**config.mk**
```make
export PLATFORM = sky130hd
export DESIGN_NAME = pad_row_feeder
export DESIGN_NICKNAME = d
export VERILOG_FILES = /design/src/rtl/pad_row_feeder.sv
export SDC_FILE = /design/constraint.sdc
export NUM_CORES = 1
export LEC_CHECK = 0
export ABC_AREA = 1
export BUFFER_PORTS_ARGS = -buffer_cell sky130_fd_sc_hd__buf_2
export CAP_MARGIN = 40
export CORE_MARGIN = 2
export CORE_UTILIZATION = 50
export CTS_CLUSTER_SIZE = 8
export DETAILED_ROUTE_END_ITERATION = 7
export GPL_ROUTABILITY_DRIVEN = 0
export PLACE_DENSITY = 0.77
export SLEW_MARGIN = 20
export SYNTH_ARGS = -nofsm -noshare
export SYNTH_HDL_FRONTEND = slang
export SYNTH_SLANG_ARGS = --single-unit
```
**constraint.sdc**
```tcl
create_clock -name clk -period 2 [get_ports clk]
set_clock_uncertainty 0.2 [all_clocks]
set_input_delay 0.2 -clock clk [delete_from_list [all_inputs] [get_ports clk]]
set_output_delay 0.2 -clock clk [all_outputs]
set_load 0.03 [all_outputs]
```
**src/rtl/pad_row_feeder.sv**
```systemverilog
// Row feeder for a 2-stage tap buffer: wraps every row of an upstream sample
// stream with Pad zero beats on each side and reports row/frame boundaries.
module pad_row_feeder #(
  parameter int Width = 24,
  parameter int CntW  = 10,
  parameter int Pad   = 1
) (
  input  logic             clk,
  input  logic             rst,
  input  logic             start,
  input  logic [CntW-1:0]  cfg_cols,
  input  logic [CntW-1:0]  cfg_rows,
  input  logic             s_valid,
  input  logic [Width-1:0] s_data,
  output logic             s_ready,
  input  logic             stall,
  output logic [Width-1:0] din,
  output logic             en,
  output logic             zero,
  output logic             row_last,
  output logic             busy,
  output logic             done
);

  typedef enum logic [1:0] {IDLE, LPAD, DATA, RPAD} state_t;

  localparam logic [1:0] PadLast = (Pad == 0) ? 2'd0 : 2'(Pad - 1);

  state_t          state;
  logic [CntW-1:0] cols_q;
  logic [CntW-1:0] rows_q;
  logic [CntW-1:0] col_cnt;
  logic [CntW-1:0] row_cnt;
  logic [1:0]      pad_cnt;

  logic pad_state;
  logic issue;
  logic pad_last;
  logic col_last;
  logic row_end;
  logic frame_end;
  logic start_ok;
  logic cfg_ok;

  assign s_ready = (state == DATA) && !stall;

  always_comb begin
    pad_state = (state == LPAD) || (state == RPAD);
    issue     = !stall && (pad_state || ((state == DATA) && s_valid));
    pad_last  = (pad_cnt == PadLast);
    col_last  = (col_cnt == cols_q - CntW'(1));
    row_end   = issue && (((state == RPAD) && pad_last) ||
                          ((state == DATA) && col_last && (Pad == 0)));
    frame_end = row_end && (row_cnt == rows_q - CntW'(1));
    start_ok  = (state == IDLE) && start && !stall;
    cfg_ok    = (cfg_cols != '0) && (cfg_rows != '0);
  end

  // Beat register stage: everything decided this cycle is presented next cycle.
  always_ff @(posedge clk) begin
    if (rst) begin
      state    <= IDLE;
      cols_q   <= '0;
      rows_q   <= '0;
      col_cnt  <= '0;
      row_cnt  <= '0;
      pad_cnt  <= '0;
      din      <= '0;
      en       <= 1'b0;
      zero     <= 1'b0;
      row_last <= 1'b0;
      busy     <= 1'b0;
      done     <= 1'b0;
    end else begin
      en       <= issue;
      zero     <= issue && pad_state;
      row_last <= row_end;
      done     <= frame_end || (start_ok && !cfg_ok);
      // Leaving a frame still counts as busy for the done cycle.
      busy     <= (state != IDLE) || (start_ok && cfg_ok);
      if (issue) din <= pad_state ? '0 : s_data;

      case (state)
        IDLE: begin
          if (start_ok && cfg_ok) begin
            cols_q  <= cfg_cols;
            rows_q  <= cfg_rows;
            col_cnt <= '0;
            row_cnt <= '0;
            pad_cnt <= '0;
            state   <= (Pad == 0) ? DATA : LPAD;
          end
        end
        LPAD: begin
          if (issue) begin
            if (pad_last) begin
              pad_cnt <= '0;
              state   <= DATA;
            end else begin
              pad_cnt <= pad_cnt + 2'd1;
            end
          end
        end
        DATA: begin
          if (issue) begin
            if (col_last) begin
              col_cnt <= '0;
              if (Pad != 0) begin
                state <= RPAD;
              end else if (frame_end) begin
                row_cnt <= '0;
                state   <= IDLE;
              end else begin
                row_cnt <= row_cnt + CntW'(1);
                state   <= DATA;
              end
            end else begin
              col_cnt <= col_cnt + CntW'(1);
            end
          end
        end
        RPAD: begin
          if (issue) begin
            if (pad_last) begin
              pad_cnt <= '0;
              if (frame_end) begin
                row_cnt <= '0;
                state   <= IDLE;
              end else begin
                row_cnt <= row_cnt + CntW'(1);
                state   <= LPAD;
              end
            end else begin
              pad_cnt <= pad_cnt + 2'd1;
            end
          end
        end
        default: state <= IDLE;
      endcase
    end
  end

endmodule

```
==> impl_metrics.env, run 1 <==
export IMPL_status="finished, violations left"
export IMPL_violations="negative setup slack"
export IMPL_antenna_found_initial=0
export IMPL_worst_path_max_fanout=4
export IMPL_fin_area_sq_mm=0.00535
export IMPL_die_area_sq_mm=0.00835
export IMPL_synth_distinct_cells=35
export IMPL_drv_slew=0
export IMPL_grt_pass1_wl_um=17200
export IMPL_drtIter0Drc=249
export IMPL_finalCriticalPeriod_ps=2110
export IMPL_grt_max_degree=41
export IMPL_placed_cell_area_sq_mm=0.00442
export IMPL_ys_seq_elements=73
export IMPL_path_cells="inv_4 > ha_4 > nor2_4 > buf_12 > a21oi_4 > inv_2 > o21ai_1 > nand3_1 > nor2_2 > nand3_2 > nand2_2 > a21oi_2"
export IMPL_initial_core_util_pct=52.1
export IMPL_cpMaxStageDelayCell="dfxtp_4"
export IMPL_whs_endpoint="rows_q[0]"
export IMPL_start_kind="flip-flop"
export IMPL_max_cap_violations=0
export IMPL_avgRoutedWirePerCell_um=14.2
export IMPL_pin_count=79
export IMPL_async_flop_share_pct=0
export IMPL_viasPerCell=5.27
export IMPL_syn_nets=608
export IMPL_coreArea_sq_mm=0.00733
export IMPL_fin_hold_ws_ps=36.6
export IMPL_die_height_um=91.4
export IMPL_path_class="flip-flop to flip-flop"
export IMPL_yosysWarnings=0
export IMPL_area_delta_synth_final_pct=40.3
export IMPL_ys_flop_type="dfxtp_1"
export IMPL_synthesis_area_sq_mm=0.00382
export IMPL_min_from="cfg_rows[0]"
export IMPL_end_kind="flip-flop"
export IMPL_cp_depth=12
export IMPL_tightest_slew_ps=439
export IMPL_ant_nets=0
export IMPL_antenna_cells=0
export IMPL_holdCritPathClass="primary input to flip-flop"
export IMPL_cts_tree="built"
export IMPL_vdd_drop_max_v=0.000628
export IMPL_required_ps=2020
export IMPL_io_buffers=78
export IMPL_fmax_ghz=0.473
export IMPL_layout_drive_gt1_share_pct=27.4
export IMPL_p_leak_nw=2.34
export IMPL_num_vias=4166
export IMPL_grt_usage_pct=25.2
export IMPL_timing_rr_end="state[0]"
export IMPL_avgSynthCellArea_sq_um=6.95
export IMPL_place_hpwl_um=6960
export IMPL_rsz0062_at_grt="yes"
export IMPL_row_count=31
export IMPL_slowest_delay_ps=390
export IMPL_synth_edf_count=0
export IMPL_first_pass_iters=5
export IMPL_yosysSeqAreaShare_pct=38.3
export IMPL_hold_viol=0
export IMPL_r2r_cells=12
export IMPL_nNetsFinal=745
export IMPL_route_detailed_drc=0
export IMPL_netlist_instances=549
export IMPL_fillCellCount=522
export IMPL_setup_violations=6
export IMPL_whs_path_depth=3
export IMPL_overflow=0
export IMPL_clk_pin_slew_ps=80
export IMPL_final_setup_worst_slack_ps=-114
export IMPL_cts_buffer_depth=2
export IMPL_timing_final_crit_share_pct=106
export IMPL_setup_tns_ps=-327
export IMPL_path_delay_family="simple AND/OR/NAND/NOR gates"
export IMPL_ff2ff_setup_slack_ps=-110
export IMPL_root_buffer="clkbuf_8"
export IMPL_slew_headroom_pct=70.4
export IMPL_powerDensity_mw_per_mm2=1020
export IMPL_worst_path_buf_inv=3
export IMPL_h_tree_depth=3
export IMPL_grt_pass1_vias=3990
export IMPL_pre_cts_ws_ps=-44.4
export IMPL_cts_sinks=73
export IMPL_die_w_um=91.4
export IMPL_wl_um=11200
export IMPL_clock_latency_ps=350
export IMPL_arrival_ps=2140
export IMPL_reg2reg_from="state[1]"
export IMPL_numCtsBuffers=9
-- worst max-delay path by stage --
stage	slack, ps	to	from
floorplan	70	col_cnt[8]	state[0]
global placement	30	row_cnt[7]	state[0]
detailed placement	-40	row_cnt[5]	state[1]
CTS	-5	row_cnt[5]	state[1]
global route	-240	state[1]	state[0]
finish	-110	state[0]	state[1]
-- cell type report --
cell class                 count  area, sq um  area share, %
clock buffer                   9          124           2.31
clock inverter                 7          103           1.92
inverter                      71          279           5.21
multi-input combinational    389         2250           42.0
sequential                    73         1470           27.5
tap                           99          124           2.31
timing repair buffer         142         1000           18.7
-- per-layer routing --
metal | vias to the layer above | global-route usage, % | share of wire (%)
met1 | 1917 | 29.7 | 41
li1 | 2042 | - | -
met2 | 173 | 44.8 | 50
met3 | 34 | 3.98 | 6.2
met4 | 0 | 11.5 | 3.1
met5 | - | 0 | 0
-- state kept, by name, indices dropped and copies added, names as in the netlist --
name,flops
din,24
col_cnt,10
cols_q,10
row_cnt,10
rows_q,10
pad_cnt,2
state,2
busy,1
done,1
en,1
row_last,1
zero,1
-- what timing repair did --
item / 4_1_cts / 5_1_grt
pin swaps: 1 / 36
resized for setup: 5 / 61
buffers inserted: 1 / 5
endpoints found under the hold margin: 42 / 0
endpoints found under the setup margin: 11 / 42
hold buffers: 42 / 0
gates cloned: 0 / 1
-- cells in the mapped netlist, types with 8 or more instances --
cell type | instances | area (sq um)
nand2_1 | 112 | 420
dfxtp_1 | 73 | 1460
inv_1 | 64 | 240
nor2_1 | 57 | 214
a21oi_1 | 55 | 275
nand3_1 | 48 | 240
o21ai_0 | 26 | 130
xor2_1 | 16 | 140
clkbuf_1 | 15 | 56.3
nor3_1 | 14 | 70.1
ha_1 | 10 | 125
nand4_1 | 8 | 50.1
-- cell usage in the layout (no fill, tap or decap), types with 4 or more instances in the layout --
master,instances
nand3_1,45
o21ai_0,26
inv_1,58
nor2_2,9
nand2_2,11
nor2_1,50
buf_2,74
ha_1,4
dfxtp_2,4
dlygate4sd3_1,42
clkbuf_8,9
nand2_4,8
xnor2_1,4
buf_4,24
ha_4,6
nor3_2,5
nor3_1,10
inv_2,8
a21oi_1,53
nand2_1,102
o21ai_1,5
nand4_1,8
xor2_1,16
dfxtp_1,67
-- worst register-to-register path, stage by stage, from the launching register on --
cell	delay, ps
dfxtp_4	390
inv_4	90
ha_4	150
nor2_4	50
buf_12	120
a21oi_4	180
inv_2	60
o21ai_1	160
nand3_1	160
nor2_2	210
nand3_2	110
nand2_2	70
a21oi_2	50
-- per-stage QoR --
step / std cells / util (%) / total power [mW]
final: 790 / 73.0 / 5.44
after CTS: 788 / 69.3 / 5.08
after global placement: 729 / 60.2 / 3.63
after global routing: 790 / 73.0 / 5.77
after detailed placement: 729 / 60.2 / 3.69
after floorplan: 549 / - / 3.16
-- cell families (layout without fill, tap and decap cells) --
group                    count (synthesis)  after routing  synth area share (%)
adder cells (fa/ha/maj)                 10             10                  3.28
flip-flops                              73             73                  38.3
AND/OR/NAND/NOR                        266            267                  32.0
buffers and inverters                   88            229                  8.82
XOR/XNOR                                21             21                  5.18
AO/OA/AOI/OAI                           91             91                  12.5
-- power breakdown --
part           internal, mW  switching (mW)
Clock                 0.715           0.603
Combinational         0.896            1.40
Sequential             1.65           0.168
Total                  3.27            2.17
No activity file was read; power rests on OpenSTA's default activity.
==> run 2, diff against run 1 <==
--- a/config.mk
+++ b/config.mk
@@ -8,12 +8,14 @@
 export ABC_AREA = 1
 export BUFFER_PORTS_ARGS = -buffer_cell sky130_fd_sc_hd__buf_2
 export CAP_MARGIN = 40
+export CELL_PAD_IN_SITES_DETAIL_PLACEMENT = 0
+export CELL_PAD_IN_SITES_GLOBAL_PLACEMENT = 1
 export CORE_MARGIN = 2
-export CORE_UTILIZATION = 50
+export CORE_UTILIZATION = 35
 export CTS_CLUSTER_SIZE = 8
 export DETAILED_ROUTE_END_ITERATION = 7
 export GPL_ROUTABILITY_DRIVEN = 0
-export PLACE_DENSITY = 0.77
+export PLACE_DENSITY_LB_ADDON = 0.1
 export SLEW_MARGIN = 20
 export SYNTH_ARGS = -nofsm -noshare
 export SYNTH_HDL_FRONTEND = slang
==> impl_metrics.env, run 2 (same netlist as run 1, synthesis figures left out) <==
export IMPL_required_ps=2050
export IMPL_cts_buffer_depth=2
export IMPL_fmax_ghz=0.504
export IMPL_fin_hold_ws_ps=26.3
export IMPL_cts_sinks=73
export IMPL_rsz0062_at_grt="yes"
export IMPL_avgRoutedWirePerCell_um=12.2
export IMPL_end_kind="flip-flop"
export IMPL_area_delta_synth_final_pct=44.4
export IMPL_p_sw_mw=2.04
export IMPL_status="finished, final reports clean"
export IMPL_whs_path_depth=3
export IMPL_largest_reg_flops=24
export IMPL_p_leak_nw=2.45
export IMPL_start_kind="flip-flop"
export IMPL_timing_final_crit_share_pct=99.2
export IMPL_layout_drive_gt1_share_pct=27.9
export IMPL_setup_violations=0
export IMPL_final_setup_worst_slack_ps=16.0
export IMPL_viasPerCell=4.64
export IMPL_reg2reg_from="state[0]"
export IMPL_overflow=0
export IMPL_fillCellCount=1104
export IMPL_p_clk_share_pct=24.8
export IMPL_pin_count=79
export IMPL_antenna_cells=0
export IMPL_drtIter0Drc=164
export IMPL_hold_viol=0
export IMPL_final_util_pct=51.3
export IMPL_path_cells="buf_6 > ha_4 > buf_4 > o21ai_1 > nand4_1 > nor3_2 > nand4_1 > nand2_1 > nor2_1"
export IMPL_worst_path_max_fanout=4
export IMPL_row_count=38
export IMPL_grt_usage_pct=18.0
export IMPL_timing_rr_end="row_cnt[9]"
export IMPL_wl_um=10400
export IMPL_place_hpwl_um=7190
export IMPL_ff2ff_setup_slack_ps=20
export IMPL_numCtsBuffers=9
export IMPL_whs_endpoint="rows_q[0]"
export IMPL_ant_nets=0
export IMPL_clock_latency_ps=350
export IMPL_slew_headroom_pct=73.5
export IMPL_p_sw_share_pct=37.9
export IMPL_vdd_drop_max_v=0.000370
export IMPL_min_from="cfg_rows[0]"
export IMPL_powerDensity_mw_per_mm2=977
export IMPL_grt_max_degree=41
export IMPL_grt_pass1_vias=3852
export IMPL_mostFrequentLayoutCell="nand2_1"
export IMPL_tightest_slew_ps=397
export IMPL_pre_cts_ws_ps=-123
export IMPL_seqPwrFrac_pct=33.0
export IMPL_holdCritPathClass="primary input to flip-flop"
export IMPL_finalCriticalPeriod_ps=1980
export IMPL_first_pass_iters=4
export IMPL_path_class="flip-flop to flip-flop"
export IMPL_comb_power_share_pct=42.2
export IMPL_grt_pass1_wl_um=16900
export IMPL_nNetsFinal=766
export IMPL_die_w_um=108
export IMPL_final_cell_mix="106 x nand2_1, 78 x buf_2, 67 x dfxtp_1"
export IMPL_cpMaxStageDelayCell="dfxtp_2"
export IMPL_max_cap_violations=0
export IMPL_route_detailed_drc=0
export IMPL_h_tree_depth=3
export IMPL_slowest_delay_ps=340
export IMPL_cts_tree="built"
export IMPL_coreArea_sq_mm=0.0107
export IMPL_initial_core_util_pct=35.5
export IMPL_arrival_ps=2030
export IMPL_top_register="din"
export IMPL_root_buffer="clkbuf_8"
export IMPL_antenna_found_initial=0
export IMPL_die_area_sq_mm=0.0118
export IMPL_die_height_um=108
export IMPL_clk_pin_slew_ps=80
export IMPL_r2r_cells=9
export IMPL_power_internal_mw=3.34
export IMPL_num_vias=3957
export IMPL_crit_top_cell="nand4_1"
export IMPL_io_buffers=78
export IMPL_drv_slew=0
[run 2: through the flow]
| step | cells | total power [mW] | area, sq um | TNS [ps] |
|---|---|---|---|---|
| 2_1_floorplan | 549 | 3.16 | 3820 | 0 |
| 3_3_place_gp | 786 | 3.80 | 4590 | -744 |
| 3_5_place_dp | 786 | 3.82 | 4590 | -1370 |
| 4_1_cts | 849 | 5.37 | 5410 | -9.15 |
| 5_1_grt | 852 | 5.78 | 5510 | -1820 |
| 6_report | 852 | 5.38 | 5510 | 0 |
[run 2: power groups by stage]
stage / logic (mW) / registers, mW / clock network (mW)
after global routing: 2.53 / 1.80 / 1.44
after floorplan: 1.23 / 1.93 / 0
final: 2.27 / 1.78 / 1.33
after detailed placement: 2.02 / 1.80 / 0
after CTS: 2.21 / 1.78 / 1.38
after global placement: 2.01 / 1.79 / 0
[run 2: final cells by class]
cell class | count | area [sq um] | share of cell area [%]
flip-flops and latches | 73 | 1470 | 26.7
repair buffers | 163 | 1170 | 21.2
clock buffers | 12 | 155 | 2.82
multi-input cells | 389 | 2200 | 39.9
clock inverters | 4 | 73.8 | 1.34
inverters | 71 | 274 | 4.97
well taps | 140 | 175 | 3.18
[run 2: how the worst max path moves through the flow]
stage | from | end | slack [ps] | depth (start not counted)
finish | state[0] | row_cnt[9] | 20 | 9
CTS | state[1] | row_cnt[7] | -9 | 13
global placement | state[0] | row_cnt[7] | -80 | 14
global route | state[0] | row_cnt[7] | -120 | 10
detailed placement | state[0] | row_cnt[7] | -120 | 14
floorplan | state[0] | col_cnt[8] | 70 | 13
[run 2: repair_timing]
action | 4_1_cts | 5_1_grt
gates cloned | 1 | 0
resized for setup | 30 | 24
hold buffers | 43 | 0
setup buffers | 4 | 3
hold endpoints to repair | 43 | 0
setup endpoints to repair | 19 | 43
pin swaps | 12 | 14
[run 2: per-layer routing]
| metal | global-route usage, % | up-vias | routed length [um] |
|---|---|---|---|
| li1 | - | 2082 | - |
| met1 | 21.3 | 1834 | 4720 |
| met2 | 32.4 | 30 | 5360 |
| met3 | 3.32 | 11 | 203 |
| met4 | 6.04 | 0 | 99 |
| met5 | 0 | - | 0 |
[run 2: worst max-delay path, delay by kind of cell (launching register included)]
family	cells	cell delay, ps
flip-flops	1	340
adder cells (fa/ha/maj)	1	170
buffers and inverters	2	260
AND/OR/NAND/NOR	5	730
AO/OA/AOI/OAI	1	180
==> run 3, diff against run 2 <==
--- a/config.mk
+++ b/config.mk
@@ -5,13 +5,12 @@
 export SDC_FILE = /design/constraint.sdc
 export NUM_CORES = 1
 export LEC_CHECK = 0
-export ABC_AREA = 1
 export BUFFER_PORTS_ARGS = -buffer_cell sky130_fd_sc_hd__buf_2
 export CAP_MARGIN = 40
 export CELL_PAD_IN_SITES_DETAIL_PLACEMENT = 0
 export CELL_PAD_IN_SITES_GLOBAL_PLACEMENT = 1
 export CORE_MARGIN = 2
-export CORE_UTILIZATION = 35
+export CORE_UTILIZATION = 36
 export CTS_CLUSTER_SIZE = 8
 export DETAILED_ROUTE_END_ITERATION = 7
 export GPL_ROUTABILITY_DRIVEN = 0
==> impl_metrics.env, run 3 <==
export IMPL_status="finished, violations left"
export IMPL_violations="negative setup slack"
export IMPL_vdd_drop_max_v=0.000338
export IMPL_netlist_instances=412
export IMPL_yosysTopAreaCell="dfxtp_1"
export IMPL_initial_core_util_pct=36.8
export IMPL_drtIter0Drc=96
export IMPL_wl_um=9880
export IMPL_synthesis_area_sq_mm=0.00358
export IMPL_synth_commonest_cells="73 x dfxtp_1, 73 x nor2_1, 26 x a22oi_1"
export IMPL_start_kind="flip-flop"
export IMPL_rsz0062_at_grt="yes"
export IMPL_avgSynthCellArea_sq_um=8.69
export IMPL_max_cap_violations=0
export IMPL_largest_reg_flops=24
export IMPL_fin_hold_ws_ps=26.0
export IMPL_h_tree_depth=3
export IMPL_drv_slew=0
export IMPL_grt_pass1_wl_um=17000
export IMPL_seqPwrFrac_pct=43.3
export IMPL_top_register="din"
export IMPL_setup_tns_ps=-12800
export IMPL_syn_nets=471
export IMPL_p_clk_share_pct=31.3
export IMPL_numCtsBuffers=9
export IMPL_antenna_cells=0
export IMPL_power_internal_mw=2.45
export IMPL_cpMaxStageDelayCell="o41a_1"
export IMPL_hold_viol=0
export IMPL_slew_headroom_pct=63.9
export IMPL_ys_flop_type="dfxtp_1"
export IMPL_worst_path_max_fanout=4
export IMPL_p_leak_nw=2.51
export IMPL_root_buffer="clkbuf_8"
export IMPL_place_hpwl_um=7000
export IMPL_area_delta_synth_final_pct=56.8
export IMPL_ant_nets=0
export IMPL_yosysSeqAreaShare_pct=40.8
export IMPL_required_ps=2060
export IMPL_overflow=0
export IMPL_grt_pass1_vias=3792
export IMPL_powerDensity_mw_per_mm2=632
export IMPL_worst_path_buf_inv=3
export IMPL_die_area_sq_mm=0.0108
export IMPL_comb_power_share_pct=25.4
export IMPL_ys_seq_elements=73
export IMPL_row_count=36
export IMPL_viasPerCell=4.78
export IMPL_pre_cts_ws_ps=-677
export IMPL_ff2ff_setup_slack_ps=-720
export IMPL_path_class="flip-flop to flip-flop"
export IMPL_cts_sinks=73
export IMPL_nNetsFinal=682
export IMPL_clock_latency_ps=350
export IMPL_route_detailed_drc=0
export IMPL_cts_buffer_depth=2
export IMPL_synth_distinct_cells=50
export IMPL_io_buffers=78
export IMPL_path_cells="inv_2 > ha_4 > or4b_4 > buf_6 > o41ai_2 > nand4_1 > o41a_1 > buf_4 > nand3b_1 > a211oi_2"
export IMPL_yosys_top_cells_area="dfxtp_1 41%, nor2_1 7.7%, mux2i_1 6.1%"
export IMPL_slowest_delay_ps=490
export IMPL_final_setup_worst_slack_ps=-718
export IMPL_synth_top_area_share_pct=40.8
export IMPL_clk_pin_slew_ps=90
export IMPL_layout_drive_gt1_share_pct=37.1
export IMPL_final_cell_mix="91 x buf_4, 78 x buf_2, 69 x dfxtp_1"
export IMPL_tightest_slew_ps=542
export IMPL_arrival_ps=2780
export IMPL_grt_usage_pct=19.1
export IMPL_path_delay_family="compound AO/OA/AOI/OAI gates"
export IMPL_fmax_ghz=0.368
export IMPL_coreArea_sq_mm=0.00973
export IMPL_end_kind="flip-flop"
export IMPL_antenna_found_initial=0
export IMPL_grt_max_degree=46
export IMPL_async_flop_share_pct=0
export IMPL_yosysWarnings=0
export IMPL_finalCriticalPeriod_ps=2720
export IMPL_p_sw_share_pct=30.9
export IMPL_mostFrequentLayoutCell="buf_4"
export IMPL_setup_violations=27
export IMPL_num_vias=3636
export IMPL_cts_tree="built"
export IMPL_die_w_um=104
export IMPL_die_height_um=104
export IMPL_holdCritPathClass="primary input to flip-flop"
export IMPL_p_sw_mw=1.10
export IMPL_final_util_pct=57.7
export IMPL_fillCellCount=941
export IMPL_pin_count=79
export IMPL_synth_edf_count=0
export IMPL_first_pass_iters=4
export IMPL_timing_final_crit_share_pct=136
export IMPL_avgRoutedWirePerCell_um=13.0
## run 3: layout make-up
class / instances / area (sq um) / share of cell area (%)
Inverter: 13 / 48.8 / 0.869
Clock inverter: 7 / 62.6 / 1.11
Tap cell: 133 / 166 / 2.96
Timing Repair Buffer: 220 / 1610 / 28.7
Clock buffer: 9 / 124 / 2.21
Multi-Input combinational cell: 306 / 2140 / 38.1
Sequential cell: 73 / 1470 / 26.1
## run 3: tightest hold or removal path: stages
cell and delay [ps]:
buf_2 90, buf_4 90, mux2i_1 50, nor2_1 100
## run 3: final timing paths
kind,endpoint,from,cells after the start
setup / recovery,state[0],cols_q[1],10
hold / removal,cols_q[3],cfg_cols[3],4
setup reg to reg,state[0],cols_q[1],10
hold reg to reg,pad_cnt[0],pad_cnt[0],2
## run 3: through the flow
step           power (mW)  std cells  cell area (sq um)
6_report             3.55        761               5610
5_1_grt              3.76        761               5610
3_3_place_gp         2.35        694               4860
2_1_floorplan        2.03        412               3680
4_1_cts              3.57        758               5550
3_5_place_dp         2.36        694               4860
## run 3: cells by family (layout without fill, tap and decap cells)
logic type,after synthesis,count (layout),synth area share (%)
simple gates,166,166,22.7
compound gates,75,75,14.9
flops,73,73,40.8
xor+xnor,33,33,8.46
buf+inv,33,249,3.49
mux,22,22,6.15
fa+ha+maj,10,10,3.49
## run 3: metal layers
metal | GRT usage (%) | part of all wire [%] | vias to the layer above
li1 | - | - | 1874
met1 | 24.3 | 48 | 1670
met2 | 31.9 | 45 | 86
met3 | 4.59 | 5.8 | 6
met4 | 6.27 | 0.90 | 0
met5 | 0 | 0 | -
## run 3: timing repair
item | 4_1_cts | 5_1_grt
hold buffers | 45 | 0
setup endpoints to repair | 45 | 64
pin swaps | 13 | 5
gates resized for setup | 8 | 13
setup buffers | 3 | 3
hold endpoints to repair | 46 | 0
## run 3: power by group through the flow
| stage | logic [mW] | clock network, mW | registers, mW |
|---|---|---|---|
| 5_1_grt | 0.992 | 1.22 | 1.54 |
| 3_5_place_dp | 0.787 | 0 | 1.57 |
| 3_3_place_gp | 0.780 | 0 | 1.57 |
| 4_1_cts | 0.883 | 1.15 | 1.54 |
| 6_report | 0.902 | 1.11 | 1.53 |
| 2_1_floorplan | 0.435 | 0 | 1.60 |
